## config.mk

```make
export PLATFORM = sky130hd
export DESIGN_NAME = recip_div_finalize_flat
export DESIGN_NICKNAME = d
export VERILOG_FILES = /design/src/rtl/div_pkg.sv /design/src/rtl/recip_div_finalize_if.sv /design/src/rtl/shift_add_mul.sv /design/src/rtl/recip_div_finalize.sv /design/src/flat_wrapper.sv
export SDC_FILE = /design/constraint.sdc
export NUM_CORES = 1
export LEC_CHECK = 0
export ABC_AREA = 0
export CAP_MARGIN = 20
export CORE_UTILIZATION = 45
export CTS_CLUSTER_SIZE = 28
export DETAILED_ROUTE_END_ITERATION = 10
export PLACE_DENSITY = 0.62
export SLEW_MARGIN = 30
export SYNTH_ARGS = -nofsm -noshare
export SYNTH_HDL_FRONTEND = slang
export SYNTH_SLANG_ARGS = --single-unit
```

## constraint.sdc

```tcl
create_clock -name clk -period 11.2 [get_ports clk]
set_clock_uncertainty 0.1 [all_clocks]
set_input_delay 2.24 -clock clk [delete_from_list [all_inputs] [get_ports clk]]
set_output_delay 2.24 -clock clk [all_outputs]
set_load 0.1 [all_outputs]
```

## src/rtl/div_pkg.sv

```systemverilog
// Shared types and constants for the Q5.19 reciprocal unit
// and the divide finalizer that consumes it.
package div_pkg;

    localparam int W    = 16;
    localparam int FRAC = 19;
    localparam int RW   = 24;
    localparam int AW   = W + RW;
    localparam int PW   = 2 * W;
    localparam int XW   = PW + 1;
    localparam int QW   = AW - FRAC;

    typedef logic [4:-19] q5_19_t;

    typedef enum logic [2:0] {
        IDLE,
        MUL,
        PROD,
        CHK,
        CORR,
        DONE
    } state_t;

endpackage

```

## src/rtl/recip_div_finalize_if.sv

```systemverilog
// Operand/result handshake bundle for the divide finalizer.
// The producer/consumer side uses master; the divider uses slave.
interface recip_div_finalize_if;
    import div_pkg::*;

    logic         in_valid;
    logic         in_ready;
    logic [W-1:0] numer;
    logic [W-1:0] denom;
    q5_19_t       recip;
    logic         out_valid;
    logic         out_ready;
    logic [W-1:0] quot;
    logic [W-1:0] rem;
    logic         div_zero;
    logic         approx_err;

    modport master (
        output in_valid, numer, denom, recip, out_ready,
        input  in_ready, out_valid, quot, rem, div_zero, approx_err
    );

    modport slave (
        input  in_valid, numer, denom, recip, out_ready,
        output in_ready, out_valid, quot, rem, div_zero, approx_err
    );

endinterface

```

## src/rtl/shift_add_mul.sv

```systemverilog
// Unsigned sequential shift-add multiplier: start loads the operands,
// one multiplier bit per cycle, done flags the cycle of the last step.
module shift_add_mul #(
    parameter int AW = 16,
    parameter int BW = 24,
    parameter int PW = AW + BW
) (
    input  logic          clk,
    input  logic          rst,
    input  logic          start,
    input  logic [AW-1:0] a,
    input  logic [BW-1:0] b,
    output logic          done,
    output logic [PW-1:0] prod
);

    localparam int CW = $clog2(AW);

    logic [AW-1:0] a_q;
    logic [PW-1:0] b_q;
    logic [CW-1:0] cnt;
    logic          busy;

    assign done = busy && (cnt == CW'(AW - 1));

    // b_q tracks b << cnt, a_q exposes multiplier bit cnt at bit 0
    always_ff @(posedge clk or posedge rst) begin
        if (rst) begin
            busy <= 1'b0;
            cnt  <= '0;
            a_q  <= '0;
            b_q  <= '0;
            prod <= '0;
        end else if (start) begin
            busy <= 1'b1;
            cnt  <= '0;
            a_q  <= a;
            b_q  <= PW'(b);
            prod <= '0;
        end else if (busy) begin
            if (a_q[0]) begin
                prod <= prod + b_q;
            end
            a_q <= a_q >> 1;
            b_q <= b_q << 1;
            cnt <= cnt + 1'b1;
            if (done) begin
                busy <= 1'b0;
            end
        end
    end

endmodule

```

## src/rtl/recip_div_finalize.sv

```systemverilog
// Turns N, D and a Q5.19 reciprocal of D into an exact quotient and
// remainder: q = N*R >> FRAC, then a q*D pass corrects q by one.
module recip_div_finalize
    import div_pkg::*;
(
    input  logic                clk,
    input  logic                rst,
    recip_div_finalize_if.slave bus
);

    localparam int QMAX = (1 << W) - 1;

    state_t state, state_n;

    logic [W-1:0]  n_q, d_q, q_q;
    logic [W-1:0]  quot_r, quot_n;
    logic [W-1:0]  rem_r, rem_n;
    logic          dz_r, dz_n;
    logic          ae_r, ae_n;
    logic          accept;
    logic          m1_start, m1_done;
    logic          m2_start, m2_done;
    logic [AW-1:0] m1_prod;
    logic [PW-1:0] m2_prod;
    logic [QW-1:0] qraw;
    logic [W-1:0]  qsat;

    logic signed [XW-1:0] r0, dext, rc;
    logic [W-1:0]         qc;
    logic                 corr_err;

    assign bus.in_ready   = (state == IDLE);
    assign bus.out_valid  = (state == DONE);
    assign bus.quot       = quot_r;
    assign bus.rem        = rem_r;
    assign bus.div_zero   = dz_r;
    assign bus.approx_err = ae_r;

    assign accept   = bus.in_valid && bus.in_ready;
    assign m1_start = accept && (bus.denom != '0);
    assign m2_start = (state == PROD);

    shift_add_mul #(
        .AW (W),
        .BW (RW),
        .PW (AW)
    ) u_mul_nr (
        .clk   (clk),
        .rst   (rst),
        .start (m1_start),
        .a     (bus.numer),
        .b     (bus.recip),
        .done  (m1_done),
        .prod  (m1_prod)
    );

    shift_add_mul #(
        .AW (W),
        .BW (W),
        .PW (PW)
    ) u_mul_qd (
        .clk   (clk),
        .rst   (rst),
        .start (m2_start),
        .a     (qsat),
        .b     (d_q),
        .done  (m2_done),
        .prod  (m2_prod)
    );

    assign qraw = QW'(m1_prod >> FRAC);
    assign qsat = (qraw > QW'(QMAX)) ? '1 : qraw[W-1:0];

    assign r0   = $signed(XW'(n_q)) - $signed(XW'(m2_prod));
    assign dext = $signed(XW'(d_q));

    // A q already at all-ones cannot step up; it is flagged instead
    always_comb begin
        qc       = q_q;
        rc       = r0;
        corr_err = 1'b0;
        if (r0 < 0) begin
            qc = q_q - 1'b1;
            rc = r0 + dext;
        end else if (r0 >= dext) begin
            if (&q_q) begin
                corr_err = 1'b1;
            end else begin
                qc = q_q + 1'b1;
                rc = r0 - dext;
            end
        end
        if ((rc < 0) || (rc >= dext)) begin
            corr_err = 1'b1;
        end
    end

    always_comb begin
        state_n = state;
        quot_n  = quot_r;
        rem_n   = rem_r;
        dz_n    = dz_r;
        ae_n    = ae_r;
        unique case (state)
            IDLE: begin
                if (accept) begin
                    state_n = MUL;
                    dz_n    = 1'b0;
                    ae_n    = 1'b0;
                end
            end
            MUL: begin
                if (d_q == '0) begin
                    state_n = DONE;
                    quot_n  = '1;
                    rem_n   = n_q;
                    dz_n    = 1'b1;
                end else if (m1_done) begin
                    state_n = PROD;
                end
            end
            PROD: begin
                state_n = CHK;
            end
            CHK: begin
                if (m2_done) begin
                    state_n = CORR;
                end
            end
            CORR: begin
                state_n = DONE;
                quot_n  = qc;
                rem_n   = rc[W-1:0];
                ae_n    = corr_err;
            end
            DONE: begin
                if (bus.out_ready) begin
                    state_n = IDLE;
                end
            end
            default: begin
                state_n = IDLE;
            end
        endcase
    end

    always_ff @(posedge clk or posedge rst) begin
        if (rst) begin
            state  <= IDLE;
            n_q    <= '0;
            d_q    <= '0;
            q_q    <= '0;
            quot_r <= '0;
            rem_r  <= '0;
            dz_r   <= 1'b0;
            ae_r   <= 1'b0;
        end else begin
            state  <= state_n;
            quot_r <= quot_n;
            rem_r  <= rem_n;
            dz_r   <= dz_n;
            ae_r   <= ae_n;
            if (accept) begin
                n_q <= bus.numer;
                d_q <= bus.denom;
            end
            if (state == PROD) begin
                q_q <= qsat;
            end
        end
    end

endmodule
```

## src/flat_wrapper.sv

```systemverilog
// flat-port wrapper written by rule: the top's interface ports become plain ports
module recip_div_finalize_flat import div_pkg::*;
  (clk, rst, bus_in_valid, bus_numer, bus_denom, bus_recip, bus_out_ready, bus_in_ready, bus_out_valid, bus_quot, bus_rem, bus_div_zero, bus_approx_err);
  recip_div_finalize_if bus_i ();
  input  logic clk;
  input  logic rst;
  input wire logic [$bits(bus_i.in_valid)-1:0] bus_in_valid;
  input wire logic [$bits(bus_i.numer)-1:0] bus_numer;
  input wire logic [$bits(bus_i.denom)-1:0] bus_denom;
  input wire logic [$bits(bus_i.recip)-1:0] bus_recip;
  input wire logic [$bits(bus_i.out_ready)-1:0] bus_out_ready;
  output wire logic [$bits(bus_i.in_ready)-1:0] bus_in_ready;
  output wire logic [$bits(bus_i.out_valid)-1:0] bus_out_valid;
  output wire logic [$bits(bus_i.quot)-1:0] bus_quot;
  output wire logic [$bits(bus_i.rem)-1:0] bus_rem;
  output wire logic [$bits(bus_i.div_zero)-1:0] bus_div_zero;
  output wire logic [$bits(bus_i.approx_err)-1:0] bus_approx_err;
  assign bus_i.in_valid = bus_in_valid;
  assign bus_i.numer = bus_numer;
  assign bus_i.denom = bus_denom;
  assign bus_i.recip = bus_recip;
  assign bus_i.out_ready = bus_out_ready;
  assign bus_in_ready = bus_i.in_ready;
  assign bus_out_valid = bus_i.out_valid;
  assign bus_quot = bus_i.quot;
  assign bus_rem = bus_i.rem;
  assign bus_div_zero = bus_i.div_zero;
  assign bus_approx_err = bus_i.approx_err;
  recip_div_finalize u_core (.clk(clk), .rst(rst), .bus(bus_i));
endmodule
```

==> results of run 1 <==
stage by stage:
stage / util, % / cell area [um^2] / cells
after floorplan: - / 18820 / 2203
final: 52.08 / 21360 / 2808
after global placement: 49.37 / 20250 / 2751
after CTS: 52.05 / 21350 / 2808
after global routing: 52.08 / 21360 / 2808
after detailed placement: 49.35 / 20240 / 2751
Yosys cell counts, drive strengths merged, types with 10 or more instances:
cell type	count
and3	21
nand4	15
clkbuf	90
nand3	36
a21o	58
nand2b	23
a22oi	10
o21bai	17
nor2b	18
a21oi	189
buf	12
dfrtp	271
o31ai	12
xnor2	60
ha	139
nor2	223
o211ai	18
o21ai	149
inv	81
mux2i	109
nor3	51
nor3b	12
a211oi	32
xor2	36
nor4	16
a311oi	10
nand2	283
nand3b	11
o21a	17
or3	23
and2	18
a31oi	24
flip-flops by register name, indices dropped and copies added (netlist names):
register               count
u_core.bus.rem            16
u_core.u_mul_nr.b_q       40
u_core.bus.approx_err      1
u_core.n_q                16
u_core.d_q                16
u_core.u_mul_nr.prod      40
u_core.u_mul_nr.busy       1
u_core.u_mul_nr.cnt        4
u_core.u_mul_qd.cnt        4
u_core.bus.div_zero        1
u_core.state               3
u_core.u_mul_qd.prod      32
u_core.bus.quot           16
u_core.u_mul_nr.a_q       16
u_core.u_mul_qd.a_q       16
u_core.u_mul_qd.b_q       32
u_core.q_q                16
u_core.u_mul_qd.busy       1
kinds of logic (layout without fill, tap and decap cells):
logic type               count (synthesis)  in the layout  share of synthesized area, %
XOR/XNOR                                96             96                         4.469
AND/OR/NAND/NOR                        785            785                         19.46
buffers and inverters                  183            256                         3.717
multiplexers                           110            110                         5.859
AO/OA/AOI/OAI                          614            614                         20.67
flip-flops                             271            271                         36.04
adder cells (fa/ha/maj)                144            144                         9.775
area by class of cell:
class,instances,area [um^2],area share [%]
Clock buffer,51,1036,4.849
Inverter,81,311.5,1.458
Clock inverter,6,73.82,0.3456
Tap cell,532,665.6,3.116
Timing Repair Buffer,118,1120,5.242
Multi-Input combinational cell,1749,11370,53.22
Sequential cell,271,6787,31.77
layer usage:
metal / up-vias / global-route usage (%)
met2: 442 / 41.59
met3: 106 / 4.730
met1: 8010 / 39.08
met4: 0 / 9.270
li1: 8000 / -
met5: - / 0
final timing paths:
check                      cells after the start  slack (ps)                            endpoint                      startpoint
setup / recovery                              32        3540   u_core.bus.approx_err$_DFFE_PP0P_       u_core.n_q[0]$_DFFE_PP0P_
hold / removal                                 2         400      u_core.bus.quot[1]$_DFFE_PP0P_  u_core.bus.quot[1]$_DFFE_PP0P_
setup reg to reg                              32        3540   u_core.bus.approx_err$_DFFE_PP0P_       u_core.n_q[0]$_DFFE_PP0P_
hold reg to reg                                2         400      u_core.bus.quot[1]$_DFFE_PP0P_  u_core.bus.quot[1]$_DFFE_PP0P_
max in group asynchronous                      3        7890      u_core.bus.quot[1]$_DFFE_PP0P_                             rst
min in group asynchronous                      2        2030  u_core.u_mul_qd.cnt[1]$_DFFE_PP0P_                             rst
layout by cell type (no fill, tap or decap), types with 18 or more instances in the layout:
master	instances
a211oi_1	31
a21o_1	58
a21oi_1	188
a31oi_1	23
and3_1	20
buf_4	20
clkbuf_16	35
clkdlybuf4s50_1	92
dfrtp_1	269
ha_1	139
inv_1	80
mux2i_1	109
nand2_1	283
nand2b_1	23
nand3_1	35
nor2_1	221
nor2b_1	18
nor3_1	50
o211ai_1	18
o21ai_0	147
or3_1	23
xnor2_1	60
xor2_1	36
worst max-delay path: cells and delay by family, from the launching register on:
| family | cells | cell delay, ps |
|---|---|---|
| fa+ha+maj | 4 | 1170 |
| simple gates | 11 | 1800 |
| compound gates | 12 | 3230 |
| flops | 1 | 380 |
| mux | 1 | 290 |
| buf+inv | 3 | 190 |
| xor+xnor | 1 | 370 |
==> flow_metrics.env, run 1 <==
export IMPL_grt_max_degree=89
export IMPL_ys_async_sr_fraction_pct=100.0
export IMPL_avgSynthCellArea_um2=8.541
export IMPL_cts_resized=0
export IMPL_wl_met3_um=3346
export IMPL_clk_latency_ps=560
export IMPL_grt_pass1_vias=16109
export IMPL_remaining_drc_errors=1
export IMPL_drv_slew=0
export IMPL_place_ws_ps=3640
export IMPL_drtIter0Drc=1202
export IMPL_fin_crit_ps=7661
export IMPL_holdWs_ps=398.9
export IMPL_finalNetCount=2459
export IMPL_yosys_area_top_type="dfrtp_1"
export IMPL_clockBufferDepth=3
export IMPL_diodes=0
export IMPL_clockRootBuffer="clkbuf_16"
export IMPL_topRoutingLayerUsed="met4"
export IMPL_die_y_um=206.5
export IMPL_gp_congestion=0.9431
export IMPL_gr_total_overflow=0
export IMPL_slowest_stage="a31oi_2"
export IMPL_max_cap_violations=0
export IMPL_dominantRegCellSynth="dfrtp_1"
export IMPL_syn_area_um2=18820
export IMPL_clkSlewWorstSetupHoldPaths_ps=70
export IMPL_synth_nets=2407
export IMPL_crit_path_max_fanout=12
export IMPL_fillCellCount=3910
export IMPL_fp_row_count=74
export IMPL_core_um2=41020
export IMPL_cpPeakStageDelay_ps=750
export IMPL_startpoint_type="flip-flop"
export IMPL_cts_tree="done"
export IMPL_post_route_cells_drive_above_1_share_pct=5.097
export IMPL_hpwlAfterDp_um=42170
export IMPL_syn_inst=2203
export IMPL_worst_slew_pin_slew_ps=1022
export IMPL_relSlewSlack_pct=31.65
export IMPL_ys_types=85
export IMPL_syn_to_final_growth_pct=13.54
export IMPL_cp_end_kind="flip-flop"
export IMPL_setup_ws_ps=3539
export IMPL_setup_tns_ps=0
export IMPL_clock_fmax_mhz=130.5
export IMPL_htree_levels=2
export IMPL_synth_top_area_share_pct=36.04
export IMPL_critPathRequiredTime_ps=11580
export IMPL_ys_warn_count=0
export IMPL_route_met2_wl_um=24980
export IMPL_post_drt_via_cell_ratio=5.897
export IMPL_post_cts_setup_buffers=0
export IMPL_synthTopCellsByArea="dfrtp_1 (36%), ha_1 (9.2%), mux2i_1 (5.8%), nand2_1 (5.6%), a21oi_1 (5.0%)"
export IMPL_finalSetupViolations=0
export IMPL_finalWirelength_um=57340
export IMPL_hold_buffers=0
export IMPL_worstPathArrival_ps=8040
export IMPL_synth_yosys_seq_area_share_pct=36.04
export IMPL_rsz0062_at_grt="false"
export IMPL_finalHoldViolCount=0
export IMPL_first_pass_iters=8
export IMPL_antenna_found_initial=0
export IMPL_status="finished, violations left"
export IMPL_die_x_um=206.5
export IMPL_start_util_pct=45.87
export IMPL_ys_seq_elements=271
export IMPL_vias=16558
export IMPL_hold_path_class="flip-flop to flip-flop"
export IMPL_wl_met1_um=27330
export IMPL_grt_pass1_wl_um=90540
export IMPL_io_buffer_count=95
export IMPL_synth_edf_count=0
export IMPL_die_area_um2=42630
export IMPL_violations="DRC"
export IMPL_wl_per_cell_um=20.42
export IMPL_grtUsageTotal_pct=27.39
export IMPL_numCtsBuffers=34
export IMPL_fin_crit_sh_pct=68.40
export IMPL_io_pins=96
export IMPL_cts_sinks=271
export IMPL_antenna_left=0
export IMPL_path_class="flip-flop to flip-flop"
Power of run 1 is left out: the tool's default activity adds up to more than one toggle a clock period on the data nets, which glitch-free logic cannot reach.
==> run 2: changes to the inputs <==
==> constraint.sdc (replaced) <==
create_clock -name clk -period 8 [get_ports clk]
set_clock_uncertainty 0.1 [all_clocks]
set_input_delay 1.6 -clock clk [delete_from_list [all_inputs] [get_ports clk]]
set_output_delay 1.6 -clock clk [all_outputs]
set_load 0.1 [all_outputs]
==> run 2 against run 1 <==
  * The run still ends with DRC left
  * Cell area grew 0.42%
  * Highest routed layer unchanged
  * Via count grew 0.57%
  * Core utilization is 0.22 points higher
  * Clock-buffer cell count down 3
  * Setup slack lost 2700 ps
  * Sequential share of layout area down 0.13 points
  * Final cell count up 0.36%
  * Largest cell class unchanged
  * Sequential cell count is the same
  * Global-route usage grew 0.31 points
  * Hold slack lost 4.0 ps
==> flow_metrics.env, run 2 (synthesized netlist as in run 1, its figures left out) <==
export IMPL_layout_commonest_cell="nand2_1"
export IMPL_final_cell_mix="nand2_1 (283), dfrtp_1 (269), nor2_1 (221), a21oi_1 (188), o21ai_0 (147)"
export IMPL_grt_pass1_vias=15968
export IMPL_finalSetupViolations=0
export IMPL_startpoint_type="flip-flop"
export IMPL_multi_input_area_um2=11380
export IMPL_fin_crit_ps=7184
export IMPL_cts_sinks=271
export IMPL_path_class="flip-flop to flip-flop"
export IMPL_holdWs_ps=394.9
export IMPL_top_regs="u_core.u_mul_nr.b_q x40, u_core.u_mul_nr.prod x40"
export IMPL_gp_congestion=0.9386
export IMPL_fin_crit_sh_pct=89.80
export IMPL_post_route_cells_drive_above_1_share_pct=5.604
export IMPL_status="finished, violations left"
export IMPL_cpPeakStageDelay_ps=680
export IMPL_relSlewSlack_pct=32.64
export IMPL_clockBufferDepth=3
export IMPL_fillCellCount=3905
export IMPL_io_pins=96
export IMPL_hold_path_class="flip-flop to flip-flop"
export IMPL_max_cap_violations=0
export IMPL_grt_pass1_wl_um=91120
export IMPL_die_area_um2=42630
export IMPL_finalHoldViolCount=0
export IMPL_io_buffer_count=95
export IMPL_core_um2=41020
export IMPL_die_x_um=206.5
export IMPL_clkSlewWorstSetupHoldPaths_ps=60
export IMPL_antenna_left=0
export IMPL_fp_row_count=74
export IMPL_die_y_um=206.5
export IMPL_worstPathArrival_ps=7550
export IMPL_gr_total_overflow=0
export IMPL_post_drt_via_cell_ratio=5.910
export IMPL_finalWirelength_um=57940
export IMPL_placed_cell_area_um2=20250
export IMPL_drtIter0Drc=1318
export IMPL_clockRootBuffer="clkbuf_16"
export IMPL_hold_buffers=0
export IMPL_start_util_pct=45.87
export IMPL_remaining_drc_errors=8
export IMPL_violations="DRC"
export IMPL_layout_area_seq_um2=6787
export IMPL_numCtsBuffers=35
export IMPL_grt_max_degree=124
export IMPL_htree_levels=2
export IMPL_clock_fmax_mhz=139.2
export IMPL_cts_tree="done"
export IMPL_cp_end_kind="flip-flop"
export IMPL_crit_path_max_fanout=11
export IMPL_clk_latency_ps=560
export IMPL_slowest_stage="o311ai_0"
export IMPL_finalNetCount=2463
export IMPL_syn_to_final_growth_pct=14.02
export IMPL_hpwlAfterDp_um=42790
export IMPL_setup_tns_ps=0
export IMPL_wl_per_cell_um=20.56
export IMPL_first_pass_iters=9
export IMPL_rsz0062_at_grt="false"
export IMPL_critPathRequiredTime_ps=8370
export IMPL_antenna_found_initial=1
export IMPL_worst_slew_pin_slew_ps=1007
export IMPL_grtUsageTotal_pct=27.70
export IMPL_vias=16653
export IMPL_drv_slew=0
export IMPL_stdcell_area_um2=21450
run 2: cell count changes in the layout (fill, tap and decap cells not counted), sizes merged:
| cell | change |
|---|---|
| clkinvlp | +5 |
| buf | +4 |
| clkinv | +4 |
| clkbuf | -3 |
| diode | +2 |
| inv | -2 |
| bufinv | +1 |
| clkdlybuf4s50 | -1 |
run 2: through the flow:
step / worst slack [ps] / std cells / util, %
after global placement: 847.8 / 2754 / 49.43
after CTS: 617.2 / 2816 / 52.21
final: 815.9 / 2818 / 52.30
after floorplan: 1695 / 2203 / -
after detailed placement: 661.1 / 2754 / 49.38
after global routing: 89.47 / 2816 / 52.29
run 2: path summary, 6_finish.rpt:
check / startpoint / to / slack (ps) / depth (start not counted)
min: u_core.bus.quot[1]$_DFFE_PP0P_ / u_core.bus.quot[1]$_DFFE_PP0P_ / 390 / 2
max reg2reg: u_core.n_q[0]$_DFFE_PP0P_ / u_core.bus.approx_err$_DFFE_PP0P_ / 820 / 28
max in group asynchronous: rst / u_core.u_mul_qd.a_q[14]$_DFFE_PP0P_ / 5280 / 3
max: u_core.n_q[0]$_DFFE_PP0P_ / u_core.bus.approx_err$_DFFE_PP0P_ / 820 / 28
min in group asynchronous: rst / u_core.u_mul_qd.cnt[3]$_DFFE_PP0P_ / 1300 / 2
min reg2reg: u_core.bus.quot[1]$_DFFE_PP0P_ / u_core.bus.quot[1]$_DFFE_PP0P_ / 390 / 2
run 2: final cells by class:
| type | instances | area share (%) |
|---|---|---|
| clock inverters | 14 | 0.6765 |
| well taps | 532 | 3.103 |
| diodes | 2 | 0.02333 |
| inverters | 81 | 1.435 |
| flip-flops and latches | 271 | 31.63 |
| repair buffers | 121 | 5.360 |
| clock buffers | 48 | 4.736 |
| multi-input cells | 1749 | 53.03 |
run 2: layer usage:
layer | global-route usage (%) | vias up | wire [um]
met2 | 41.95 | 489 | 25280
met1 | 39.32 | 8073 | 27060
li1 | - | 8003 | -
met5 | 0 | - | 0
met3 | 5.598 | 88 | 4047
met4 | 8.797 | 0 | 1558
run 2: worst max-delay path: cells and delay by family, from the launching register on:
family	cells	cell delay (ps)
DFF	1	370
AOI/OAI and AO/OA	12	3250
and+or+nand+nor	7	1300
buffers and inverters	4	490
muxes	1	290
adders and majority gates	4	1260
run 2: what timing repair did:
item,4_1_cts,5_1_grt
setup endpoints to repair,0,1
gates resized for setup,0,2
setup buffers,0,0
Power of run 2 is left out for the same reason.
